==> config.mk <==
export PLATFORM = sky130hd
export DESIGN_NAME = program_sequencer
export DESIGN_NICKNAME = d
export VERILOG_FILES = /design/src/rtl/program_sequencer.sv
export SDC_FILE = /design/constraint.sdc
export NUM_CORES = 1
export LEC_CHECK = 0
export BUFFER_PORTS_ARGS = -buffer_cell sky130_fd_sc_hd__buf_2
export CORE_MARGIN = 2
export CORE_UTILIZATION = 50
export DETAILED_ROUTE_END_ITERATION = 10
export GPL_ROUTABILITY_DRIVEN = 0
export PLACE_DENSITY = 0.77
export SYNTH_ARGS = -nofsm -noshare
export SYNTH_HDL_FRONTEND = slang
export SYNTH_SLANG_ARGS = --single-unit
==> constraint.sdc <==
create_clock -name clk -period 1.8 [get_ports clk]
set_input_delay 0.09 -clock clk [delete_from_list [all_inputs] [get_ports clk]]
set_output_delay 0.09 -clock clk [all_outputs]
set_load 0.1 [all_outputs]
==> src/rtl/program_sequencer.sv <==
// Program sequencer: walks the control ROM from address 0 to LAST_ADDR and
// registers each returned word onto the datapath control outputs.
module program_sequencer #(
    parameter int ADDR_W    = 3,
    parameter int CTRL_W    = 4,
    parameter int LAST_ADDR = 6
) (
    input  logic              clk,
    input  logic              rst,
    input  logic              start,
    input  logic              step_mode,
    input  logic              step,
    input  logic              abort,
    output logic [ADDR_W-1:0] rom_addr,
    input  logic [CTRL_W-1:0] rom_data,
    output logic [1:0]        alu_sel,
    output logic              mux_sel,
    output logic              load,
    output logic              busy,
    output logic              done,
    output logic [3:0]        issue_count
);

    typedef enum logic [1:0] {IDLE, RUN, DONE} state_t;

    state_t            state, state_n;
    logic [ADDR_W-1:0] pc, pc_n;
    logic              mode_q, mode_n;
    logic [CTRL_W-1:0] ctrl_q, ctrl_n;
    logic [3:0]        cnt_q, cnt_n;
    logic              issue;

    function automatic logic [3:0] sat_inc(input logic [3:0] v);
        return (v == 4'hF) ? v : v + 4'd1;
    endfunction

    always_ff @(posedge clk or posedge rst) begin
        if (rst) begin
            state  <= IDLE;
            pc     <= '0;
            mode_q <= 1'b0;
            ctrl_q <= '0;
            cnt_q  <= '0;
        end else begin
            state  <= state_n;
            pc     <= pc_n;
            mode_q <= mode_n;
            ctrl_q <= ctrl_n;
            cnt_q  <= cnt_n;
        end
    end

    // Control word defaults to zero every edge so a word is only ever
    // presented for the single cycle after it was issued.
    always_comb begin
        state_n = state;
        pc_n    = pc;
        mode_n  = mode_q;
        ctrl_n  = '0;
        cnt_n   = cnt_q;
        issue   = (state == RUN) && (!mode_q || step);
        if (abort) begin
            state_n = IDLE;
            pc_n    = '0;
        end else begin
            case (state)
                IDLE: begin
                    if (start) begin
                        state_n = RUN;
                        pc_n    = '0;
                        mode_n  = step_mode;
                        cnt_n   = '0;
                    end
                end
                RUN: begin
                    if (issue) begin
                        ctrl_n = rom_data;
                        cnt_n  = sat_inc(cnt_q);
                        if (pc == ADDR_W'(LAST_ADDR))
                            state_n = DONE;
                        else
                            pc_n = pc + ADDR_W'(1);
                    end
                end
                DONE: begin
                    state_n = IDLE;
                    pc_n    = '0;
                end
                default: state_n = IDLE;
            endcase
        end
    end

    assign rom_addr    = pc;
    assign alu_sel     = ctrl_q[3:2];
    assign mux_sel     = ctrl_q[1];
    assign load        = ctrl_q[0];
    assign busy        = (state == RUN) || (state == DONE);
    assign done        = (state == DONE);
    assign issue_count = cnt_q;

endmodule

Word-level counts from Yosys, hierarchy flattened
Index checks and enable logic that the tools add are counted.
Widths: inputs -> output; s select.
{"block": "word_totals", "register_bits": 14, "input_bits": 10, "output_inout_bits": 13}
{"block": "op_classes", "reduce_logical": 11, "mux": 17, "n_bitwise": 1, "n_eq_ne": 11, "n_addsub": 2}
{"cell": "$mux 4", "count": 6}
{"cell": "$mux 3", "count": 4}
{"cell": "$ne 3x3->1 const B", "count": 4}
{"cell": "$pmux 3 s3", "count": 1}
{"cell": "$mux 2", "count": 4}
{"cell": "$pmux 4 s2", "count": 1}
{"cell": "$ne 2x2->1 const B", "count": 3}
{"cell": "$reduce_and 3->1", "count": 2}
{"cell": "$reduce_and 5->1", "count": 1}
{"cell": "$add 4x1->4 const B", "count": 1}
{"cell": "$eq 4x4->1 const B", "count": 1}
{"cell": "$pmux 2 s2", "count": 1}
{"cell": "$reduce_and 4->1", "count": 1}
{"cell": "$reduce_bool 4->1", "count": 1}
{"cell": "$add 3x1->3 const B", "count": 1}
{"cell": "$eq 3x3->1 const B", "count": 1}
{"cell": "$eq 2x1->1 const B", "count": 1}
{"cell": "$eq 2x2->1 const B", "count": 1}
{"cell": "$logic_not 2->1", "count": 1}
{"cell": "$logic_or 1x1->1", "count": 2}
{"cell": "$reduce_bool 2->1", "count": 1}
{"cell": "$logic_and 1x1->1", "count": 1}
{"cell": "$logic_not 1->1", "count": 1}
{"cell": "$not 1->1", "count": 1}

Logic depth before layout (Yosys ltp)
Gate-level depths: netlist of the first run.
{"block": "depth", "depth_word": 6, "depth_mapped": 7}

Worst setup path after synthesis of the first run
OpenSTA, ideal clock, no wires.
{"block": "synth_timing", "path_kind": "register -> register", "startpoint": "register pc[0], in the netlist rom_addr[0]", "endpoint": "register pc[0], in the netlist rom_addr[0]", "stages_incl_launch_ff": 7, "slack_ps": -309, "required_time_ps": 1674, "period_less_slack_ps": 2109, "n_path_buf": 0, "arrival_ps": 1983, "path_cell_list": "dfrtp_1 > inv_1 > ha_1 > nand2_1 > nor2_1 > nor3_2 > mux2_2"}
{"block": "synth_between", "elab_chain_len": 5, "word_cells_on_any_way": 8, "cone_classes": "add/sub (1); eq/ne (2); mux (4); reduce/logical (1)"}
{"item": "start: declaration", "line_no": "27", "rtl": "logic [ADDR_W-1:0] pc, pc_n;"}
{"item": "start signal: assignment", "line_no": "46", "rtl": "pc <= pc_n;"}
{"item": "$add 3x1->3", "line_no": "82", "rtl": "pc_n = pc + ADDR_W'(1);"}
{"item": "$mux 3", "line_no": "79", "rtl": "if (pc == ADDR_W'(LAST_ADDR))"}
{"item": "$mux 3", "line_no": "76", "rtl": "if (issue) begin"}
{"item": "$pmux 3 s3", "line_no": "66", "rtl": "case (state)"}
{"item": "$mux 3", "line_no": "62", "rtl": "if (abort) begin"}
Parallel ways exist; a longest one is shown, timed or not. The select of a mux whose other input is x is not followed.
A chain may end at the register's enable or synchronous reset.

Final worst setup path of the first run
{"block": "layout_timing", "startpoint": "register state[0]", "endpoint": "register cnt_q[0], in the netlist issue_count[0]"}
{"block": "layout_between", "elab_chain_len": 4, "word_cells_on_any_way": 9, "cone_classes": "eq/ne (4); mux (1); reduce/logical (4)"}
{"item": "start: declaration", "line_no": "26", "rtl": "state_t state, state_n;"}
{"item": "start signal: assignment", "line_no": "45", "rtl": "state <= state_n;"}
{"item": "$eq 2x1->1", "line_no": "61, 66"}
{"item": "$logic_and 1x1->1", "line_no": "61", "rtl": "issue = (state == RUN) && (!mode_q || step);"}
{"item": "$ne 2x2->1 (no line)"}
{"item": "$reduce_and 5->1 (no line)"}
{"item": "end signal: assignment", "line_no": "49", "rtl": "cnt_q <= cnt_n;"}
{"item": "end: declaration", "line_no": "30", "rtl": "logic [3:0] cnt_q, cnt_n;"}
Parallel ways exist; a longest one is shown, timed or not.

==> results of run 1 <==
-- metal layers --
metal  GRT usage (%)  vias up  wire length [um]
li1                -      327                 -
met1           23.65      304               768
met2           31.01       23               892
met3           4.490        2                89
met4           9.091        0                 9
met5               0        -                 0
-- through the flow --
step	TNS, ns	util, %	total power, W	worst slack [ns]
detailed placement	-0.01446	64.45	0.001475	-0.007853
CTS	0	67.08	0.001671	0.003635
global route	0	70.61	0.001835	0.02920
finish	0	70.61	0.001745	0.1206
floorplan	0	-	0.001308	0.02378
global placement	0	64.45	0.001460	0.03268
-- cells in the mapped netlist (all sizes together) --
library cell and instances:
a21oi 3, a221oi 1, a22oi 1, a31oi 1, and2 4, buf 1
dfrtp 14, ha 7, inv 8, mux2 4, mux2i 1, nand2 6
nand2b 5, nand3 1, nand3b 1, nand4 1, nand4bb 1, nor2 6
nor2b 1, nor3 2, nor4 1, o221ai 1, o22ai 1, o311a 1
o311ai 1, o31ai 1, or4b 1
-- cells by family (layout without fill, tap and decap cells) --
kind of cell	after synthesis	count (layout)	share of synthesized area, %
AOI/OAI and AO/OA	11	11	11.44
adders and majority gates	7	7	10.67
buffers and inverters	9	40	5.031
DFF	14	14	42.68
muxes	5	5	7.164
and+or+nand+nor	30	30	23.02
-- worst paths after layout --
| path | slack [ns] | endpoint | depth (start not counted) | startpoint |
|---|---|---|---|---|
| worst max-delay path | 0.12 | issue_count[0] | 6 | state[0] |
| worst min-delay path | 0.01 | ctrl_q[0] | 2 | rom_data[0] |
| worst max register to register | 0.12 | issue_count[0] | 6 | state[0] |
| worst min register to register | 0.57 | rom_addr[1] | 1 | rom_addr[1] |
| max in group asynchronous | 0.98 | rom_addr[0] | 3 | rst |
| min in group asynchronous | 0.41 | ctrl_q[0] | 3 | rst |
-- worst register-to-register path, cell delays in order (launching register included) --
cell and delay, ns:
dfrtp_1 0.43, inv_2 0.10, ha_4 0.19, nand2b_1 0.15, a21oi_2 0.18, o311a_4 0.23
mux2_4 0.29
-- registers in the layout, indices dropped and copies added (netlist names) --
signal       count
ctrl_q           4
issue_count      4
mode_q           1
rom_addr         3
state            2
-- where the power goes --
group	switching (W)	internal (W)
sequential	0.0000899	0.000405
clock	0.000104	0.0000859
combinational	0.000774	0.000287
-- what timing repair did --
item / 4_1_cts / 5_1_grt
hold buffers: 1 / 0
resized for setup: 1 / 8
hold endpoints to repair: 14 / 0
setup endpoints to repair: 2 / 5
cloned: 0 / 0
pin swaps: 0 / 1
buffers inserted: 0 / 1
-- area by class of cell --
type | instances | area share [%]
timing repair buffer | 28 | 14.65
inverter | 8 | 2.791
multi-input combinational | 53 | 44.77
clock buffer | 4 | 2.442
sequential | 14 | 33.49
tap | 16 | 1.860
==> results.sh, run 1 <==
export IMPL_min_period_ns=1.679
export IMPL_ys_types=31
export IMPL_start_util_pct=53.86
export IMPL_worstPathCellList="inv_2, ha_4, nand2b_1, a21oi_2, o311a_4, mux2_4"
export IMPL_cap_viol_max_count=0
export IMPL_worst_setup_path_type="reg -> reg"
export IMPL_ant_nets=0
export IMPL_synth_ff_latch_count=14
export IMPL_fmax_ghz=0.5954
export IMPL_hold_violations=0
export IMPL_clock_insertion_delay_worst_skew_ns=0.28
export IMPL_root_buffer="clkbuf_4"
export IMPL_min_path_type="in -> reg"
export IMPL_wl_per_cell_um=14.30
export IMPL_placed_area_um2=982.2
export IMPL_grt_max_degree=15
export IMPL_io_pins=23
export IMPL_diodes=0
export IMPL_max_slew_margin_pct=62.91
export IMPL_crit_path_top_delay_cell="dfrtp_1"
export IMPL_slew_viol_final=0
export IMPL_dp_cells=117
export IMPL_final_common_cell="buf_2"
export IMPL_seq_area_frac_synth_pct=42.68
export IMPL_start_kind="flip-flop"
export IMPL_grt_usage_pct=19.08
export IMPL_setup_viol_count_final=0
export IMPL_die_y_um=44.52
export IMPL_synth_area_leader_cell="dfrtp_1"
export IMPL_avgViaCountPerCell=5.333
export IMPL_cts_buffer_depth=2
export IMPL_cts_made_buffers=3
export IMPL_syn_area_um2=820.8
export IMPL_status="finished, final reports clean"
export IMPL_crit_fanout=4
export IMPL_grt_pass1_vias=617
export IMPL_wl_mm=1.759
export IMPL_syn_instance_count=76
export IMPL_power_density_mw_per_mm2=1622
export IMPL_rows=14
export IMPL_via_count=656
export IMPL_synth_top_area_share_pct=42.68
export IMPL_portBuffers=22
export IMPL_drive_gt1_share_pct=47.66
export IMPL_worst_ep_required_time_ns=1.97
export IMPL_die_area_mm2=0.001982
export IMPL_leakagePower_nw=0.5295
export IMPL_die_w_um=44.52
export IMPL_tightestPinTransition_ns=0.5558
export IMPL_first_iter_violations=35
export IMPL_nets=125
export IMPL_antenna_found_initial=0
export IMPL_dp_hpwl_mm=1.225
export IMPL_syn_num_nets=93
export IMPL_peakVddDrop_mv=0.9403
export IMPL_fillers=112
export IMPL_final_cell_mix="buf_2 (22), dfrtp_1 (8), inv_1 (7)"
export IMPL_areaGrowthSynthToFinish_pct=31.10
export IMPL_dr_pass1_iters=4
export IMPL_path_delay_family="flip-flops"
export IMPL_post_route_period_util_pct=93.30
export IMPL_hold_slack_ns=0.01187
export IMPL_h_tree_depth=1
export IMPL_path_buf_inv=1
export IMPL_grt_pass1_wl_mm=2.718
export IMPL_clk_pin_slew_ns=0.09
export IMPL_endpoint_kind="flip-flop"
export IMPL_layout_cells_non_filler=123
export IMPL_cts_sinks=14
export IMPL_cts_tree="yes"
export IMPL_yosysWarningCount=0
export IMPL_critPathArrivalTime_ns=1.85
export IMPL_avgSynthCellArea_um2=10.80
export IMPL_stdcell_area_mm2=0.001076
export IMPL_finalClockSkew_ns=0.001485
export IMPL_rsz0062_at_grt="false"
export IMPL_slowest_delay_ns=0.43
export IMPL_multiInputGateArea_um2=481.7
export IMPL_seqCellArea_um2=360.3
export IMPL_overflow=0
export IMPL_core_mm2=0.001524
export IMPL_drc=0
export IMPL_synth_area_leaders="dfrtp_1 (43%), ha_1 (11%), mux2_2 (4.1%), inv_1 (3.7%), and2_1 (3.0%)"
Power figures use the tool's default switching activity.
==> run 2: changes to the inputs <==
SETUP_SLACK_MARGIN = 0.2   (was default)
==> run 2 against run 1 <==
  * Worst hold slack about the same
  * Clock power rose by 21%
  * First-iteration DRC count decreased by 80%
  * Power grew 9.5%
  * Via count is 3.2% higher
  * Largest power group unchanged
  * Highest routed layer unchanged
==> results.sh, run 2 (synthesis results as in run 1) <==
export IMPL_status="finished, final reports clean"
export IMPL_fillers=105
export IMPL_ant_nets=0
export IMPL_wl_mm=1.782
export IMPL_final_common_cell="buf_2"
export IMPL_drc=0
export IMPL_fmax_ghz=0.6125
export IMPL_seqCellArea_um2=369.1
export IMPL_dp_cells=114
export IMPL_final_cell_mix="buf_2 (20), buf_4 (9), dfrtp_1 (7)"
export IMPL_crit_fanout=4
export IMPL_worst_ep_required_time_ns=1.97
export IMPL_cts_sinks=14
export IMPL_multiInputGateArea_um2=545.5
export IMPL_max_slew_margin_pct=63.14
export IMPL_diodes=0
export IMPL_antenna_found_initial=0
export IMPL_dr_pass1_iters=4
export IMPL_post_route_period_util_pct=90.70
export IMPL_endpoint_kind="flip-flop"
export IMPL_nets=129
export IMPL_first_iter_violations=7
export IMPL_clk_pin_slew_ns=0.09
export IMPL_io_pins=23
export IMPL_grt_max_degree=15
export IMPL_areaGrowthSynthToFinish_pct=46.19
export IMPL_cts_buffer_depth=2
export IMPL_worstPathCellList="inv_2, ha_4, nand2_1, a21oi_4, o311a_4, mux2_4"
export IMPL_core_mm2=0.001524
export IMPL_cts_tree="yes"
export IMPL_start_util_pct=53.86
export IMPL_start_kind="flip-flop"
export IMPL_root_buffer="clkbuf_4"
export IMPL_rsz0062_at_grt="true"
export IMPL_overflow=0
export IMPL_die_w_um=44.52
export IMPL_leakagePower_nw=0.5626
export IMPL_p_total_w=0.001912
export IMPL_cts_made_buffers=3
export IMPL_stdcell_area_mm2=0.001200
export IMPL_h_tree_depth=1
export IMPL_die_y_um=44.52
export IMPL_crit_path_top_delay_cell="dfrtp_1"
export IMPL_placed_area_mm2=0.001060
export IMPL_slowest_delay_ns=0.43
export IMPL_tightestPinTransition_ns=0.5524
export IMPL_critPathArrivalTime_ns=1.80
export IMPL_hold_violations=0
export IMPL_portBuffers=22
export IMPL_cap_viol_max_count=0
export IMPL_rows=14
export IMPL_min_path_type="in -> reg"
export IMPL_slew_viol_final=0
export IMPL_worst_setup_path_type="reg -> reg"
export IMPL_grt_usage_pct=20.44
export IMPL_power_density_mw_per_mm2=1593
export IMPL_wl_per_cell_um=14.03
export IMPL_avgViaCountPerCell=5.331
export IMPL_drive_gt1_share_pct=58.56
export IMPL_via_count=677
export IMPL_dp_hpwl_mm=1.295
export IMPL_setup_viol_count_final=0
export IMPL_clock_insertion_delay_worst_skew_ns=0.28
export IMPL_setup_tns_ns=0
export IMPL_min_period_ns=1.633
export IMPL_peakVddDrop_mv=1.160
export IMPL_grt_pass1_wl_mm=2.925
export IMPL_postLayoutCoreUtil_pct=78.74
export IMPL_grt_pass1_vias=675
export IMPL_finalClockSkew_ns=0.001214
export IMPL_die_area_mm2=0.001982
export IMPL_layout_cells_non_filler=127
[run 2: repair_timing]
action / in CTS / in global routing
setup buffers: 7 / 1
gates resized for setup: 7 / 2
setup endpoints to repair: 6 / 7
hold endpoints to repair: 14 / 0
hold buffers: 1 / 0
pin swaps: 6 / 2
[run 2: where the power goes]
part,switching (W),internal (W)
registers,0.0000965,0.000417
clock network,0.000107,0.000123
logic,0.000811,0.000358
total,0.00101,0.000897
[run 2: area by class of cell]
type / instances / share of cell area (%)
tap: 16 / 1.668
sequential: 14 / 30.76
timing repair buffer: 32 / 16.37
inverter: 8 / 2.711
clock buffer: 4 / 3.024
multi-input combinational: 53 / 45.46
[run 2: path summary, 6_finish.rpt]
| check | startpoint | to | slack, ns | depth (start not counted) |
|---|---|---|---|---|
| max | state[0] | issue_count[0] | 0.17 | 6 |
| min | rom_data[2] | ctrl_q[2] | 0.01 | 2 |
| max reg2reg | state[0] | issue_count[0] | 0.17 | 6 |
| min reg2reg | issue_count[2] | issue_count[2] | 0.59 | 2 |
| max in group asynchronous | rst | issue_count[0] | 1.00 | 3 |
| min in group asynchronous | rst | mode_q | 0.39 | 3 |
[run 2: metal layers]
layer  global-route usage, %  vias up  wire length [um]  share of wire, %
met3                   3.265        2                85               4.8
met4                   7.879        0                10              0.56
li1                        -      335                 -                 -
met5                       0        -                 0                 0
met1                   26.04      322               750                42
met2                   34.49       18               934                52
[run 2: through the flow]
stage / worst slack [ns] / hold slack (ns)
3_5_place_dp: 0.08144 / 0.1653
3_3_place_gp: 0.1224 / 0.1472
5_1_grt: 0.1083 / 0.01527
6_report: 0.1673 / 0.01221
2_1_floorplan: 0.1633 / -0.02090
4_1_cts: 0.1623 / 0.007270
[run 2: critical path, delay by kind of cell (launching register included)]
| family | cells | cell delay (ns) |
|---|---|---|
| buf+inv | 1 | 0.10 |
| compound gates | 2 | 0.42 |
| fa+ha+maj | 1 | 0.16 |
| mux | 1 | 0.29 |
| flops | 1 | 0.43 |
| simple gates | 1 | 0.12 |
==> run 3: changes to the inputs <==
REMOVE_ABC_BUFFERS = 1   (was default)
==> run 3 against run 2 <==
  * Clock skew up 0.0021 ns
  * Count of clock-buffer cells in the layout unchanged
  * Sequential share of layout area down 0.88 points
  * Critical endpoint unchanged
  * Final cell count up 1.6%
  * Combinational power about the same
  * Global-route usage up 0.27 points
  * Worst hold slack worse by 0.0045 ns
==> results.sh, run 3 (synthesis results as in run 1) <==
export IMPL_seqCellArea_um2=350.3
export IMPL_avgViaCountPerCell=5.465
export IMPL_min_path_type="in -> reg"
export IMPL_clk_pin_slew_ns=0.09
export IMPL_max_slew_margin_pct=64.43
export IMPL_layout_cells_non_filler=129
export IMPL_crit_path_top_delay_cell="dfrtp_1"
export IMPL_first_iter_violations=11
export IMPL_hold_violations=0
export IMPL_portBuffers=22
export IMPL_dr_pass1_iters=4
export IMPL_fmax_ghz=0.6045
export IMPL_antenna_found_initial=0
export IMPL_worstPathCellList="inv_2, buf_6, ha_4, nand2b_4, a21oi_4, o311a_4, mux2_4"
export IMPL_cts_sinks=14
export IMPL_diodes=0
export IMPL_path_buf_inv=2
export IMPL_core_mm2=0.001524
export IMPL_post_route_worst_setup_slack_ns=0.1456
export IMPL_fillers=110
export IMPL_cts_made_buffers=3
export IMPL_root_buffer="clkbuf_4"
export IMPL_final_common_cell="buf_2"
export IMPL_reg2reg_from="state[1]"
export IMPL_tightestPinTransition_ns=0.5329
export IMPL_ant_nets=0
export IMPL_post_route_period_util_pct=91.91
export IMPL_endpoint_kind="flip-flop"
export IMPL_slew_viol_final=0
export IMPL_grt_pass1_vias=705
export IMPL_wl_per_cell_um=15.04
export IMPL_via_count=705
export IMPL_dp_cells=117
export IMPL_wl_mm=1.940
export IMPL_final_cell_mix="buf_2 (20), dfrtp_1 (14), buf_4 (10)"
export IMPL_leakagePower_nw=0.5962
export IMPL_rows=14
export IMPL_status="finished, final reports clean"
export IMPL_die_w_um=44.52
export IMPL_rsz0062_at_grt="true"
export IMPL_areaGrowthSynthToFinish_pct=42.83
export IMPL_postLayoutCoreUtil_pct=76.93
export IMPL_path_delay_family="flip-flops"
export IMPL_critPathArrivalTime_ns=1.83
export IMPL_setup_viol_count_final=0
export IMPL_grt_max_degree=15
export IMPL_crit_fanout=4
export IMPL_cts_tree="yes"
export IMPL_dp_worst_setup_slack_ns=-0.02407
export IMPL_start_kind="flip-flop"
export IMPL_drc=0
export IMPL_h_tree_depth=1
export IMPL_grt_pass1_wl_mm=3.022
export IMPL_clock_insertion_delay_worst_skew_ns=0.28
export IMPL_nets=131
export IMPL_finalClockSkew_ns=0.003311
export IMPL_io_pins=23
export IMPL_hold_start="rom_data[2]"
export IMPL_dp_hpwl_mm=1.267
export IMPL_worst_ep_required_time_ns=1.97
export IMPL_die_y_um=44.52
export IMPL_cts_buffer_depth=2
export IMPL_grt_usage_pct=20.72
export IMPL_worstSetupStartpoint="state[1]"
export IMPL_setup_tns_ns=0
export IMPL_min_period_ns=1.654
export IMPL_cap_viol_max_count=0
export IMPL_worst_setup_path_type="reg -> reg"
export IMPL_overflow=0
export IMPL_die_area_mm2=0.001982
export IMPL_power_density_mw_per_mm2=1607
export IMPL_multiInputGateArea_um2=520.5
export IMPL_start_util_pct=53.86
export IMPL_slowest_delay_ns=0.38
export IMPL_peakVddDrop_mv=0.8441
export IMPL_drive_gt1_share_pct=49.56
-- run 3: cell count changes in the layout (fill, tap and decap cells not counted), sizes merged --
cell  before  now
buf       30   32
-- run 3: layer usage --
metal  GRT usage, %  vias up  share of wire, %
met5              0        -                 0
met4          5.455        0               1.2
met3          4.082        4               4.8
met2          35.36       26                51
met1          26.63      335                43
li1               -      340                 -
-- run 3: worst paths after layout --
kind / endpoint / slack [ns] / cells after the start
max in group asynchronous: issue_count[3] / 1.07 / 3
min reg2reg: issue_count[1] / 0.57 / 2
min: ctrl_q[2] / 0.008 / 2
max: issue_count[0] / 0.15 / 7
min in group asynchronous: rom_addr[0] / 0.38 / 3
max reg2reg: issue_count[0] / 0.15 / 7
-- run 3: metrics by stage --
step	cell area (um^2)	hold slack [ns]	total power, W
2_1_floorplan	809.5	-0.02078	0.001276
3_3_place_gp	969.7	0.1505	0.001439
3_5_place_dp	969.7	0.1609	0.001458
4_1_cts	1112	0.01189	0.001807
5_1_grt	1172	0.003112	0.001970
6_report	1172	0.007683	0.001884
-- run 3: what timing repair did --
| action | 4_1_cts | 5_1_grt |
|---|---|---|
| endpoints found under the setup margin | 8 | 9 |
| pin swaps | 4 | 6 |
| hold endpoints to repair | 14 | 0 |
| resized for setup | 15 | 7 |
| hold buffers | 1 | 0 |
| setup buffers | 4 | 3 |
| cloned | 0 | 0 |
-- run 3: area by class of cell --
type	instances	area share (%)
Sequential cell	14	29.88
Clock buffer	4	3.095
Inverter	8	2.561
Multi-Input combinational cell	53	44.40
Timing Repair Buffer	34	18.36
Tap cell	16	1.708
-- run 3: power by group --
group	leakage [nW]	switching (W)	total, W	internal [W]
registers	0.187	0.0000903	0.000482	0.000392
logic	0.388	0.000813	0.00117	0.000354
clock network	0.0210	0.000111	0.000234	0.000123
total	0.596	0.00101	0.00188	0.000869
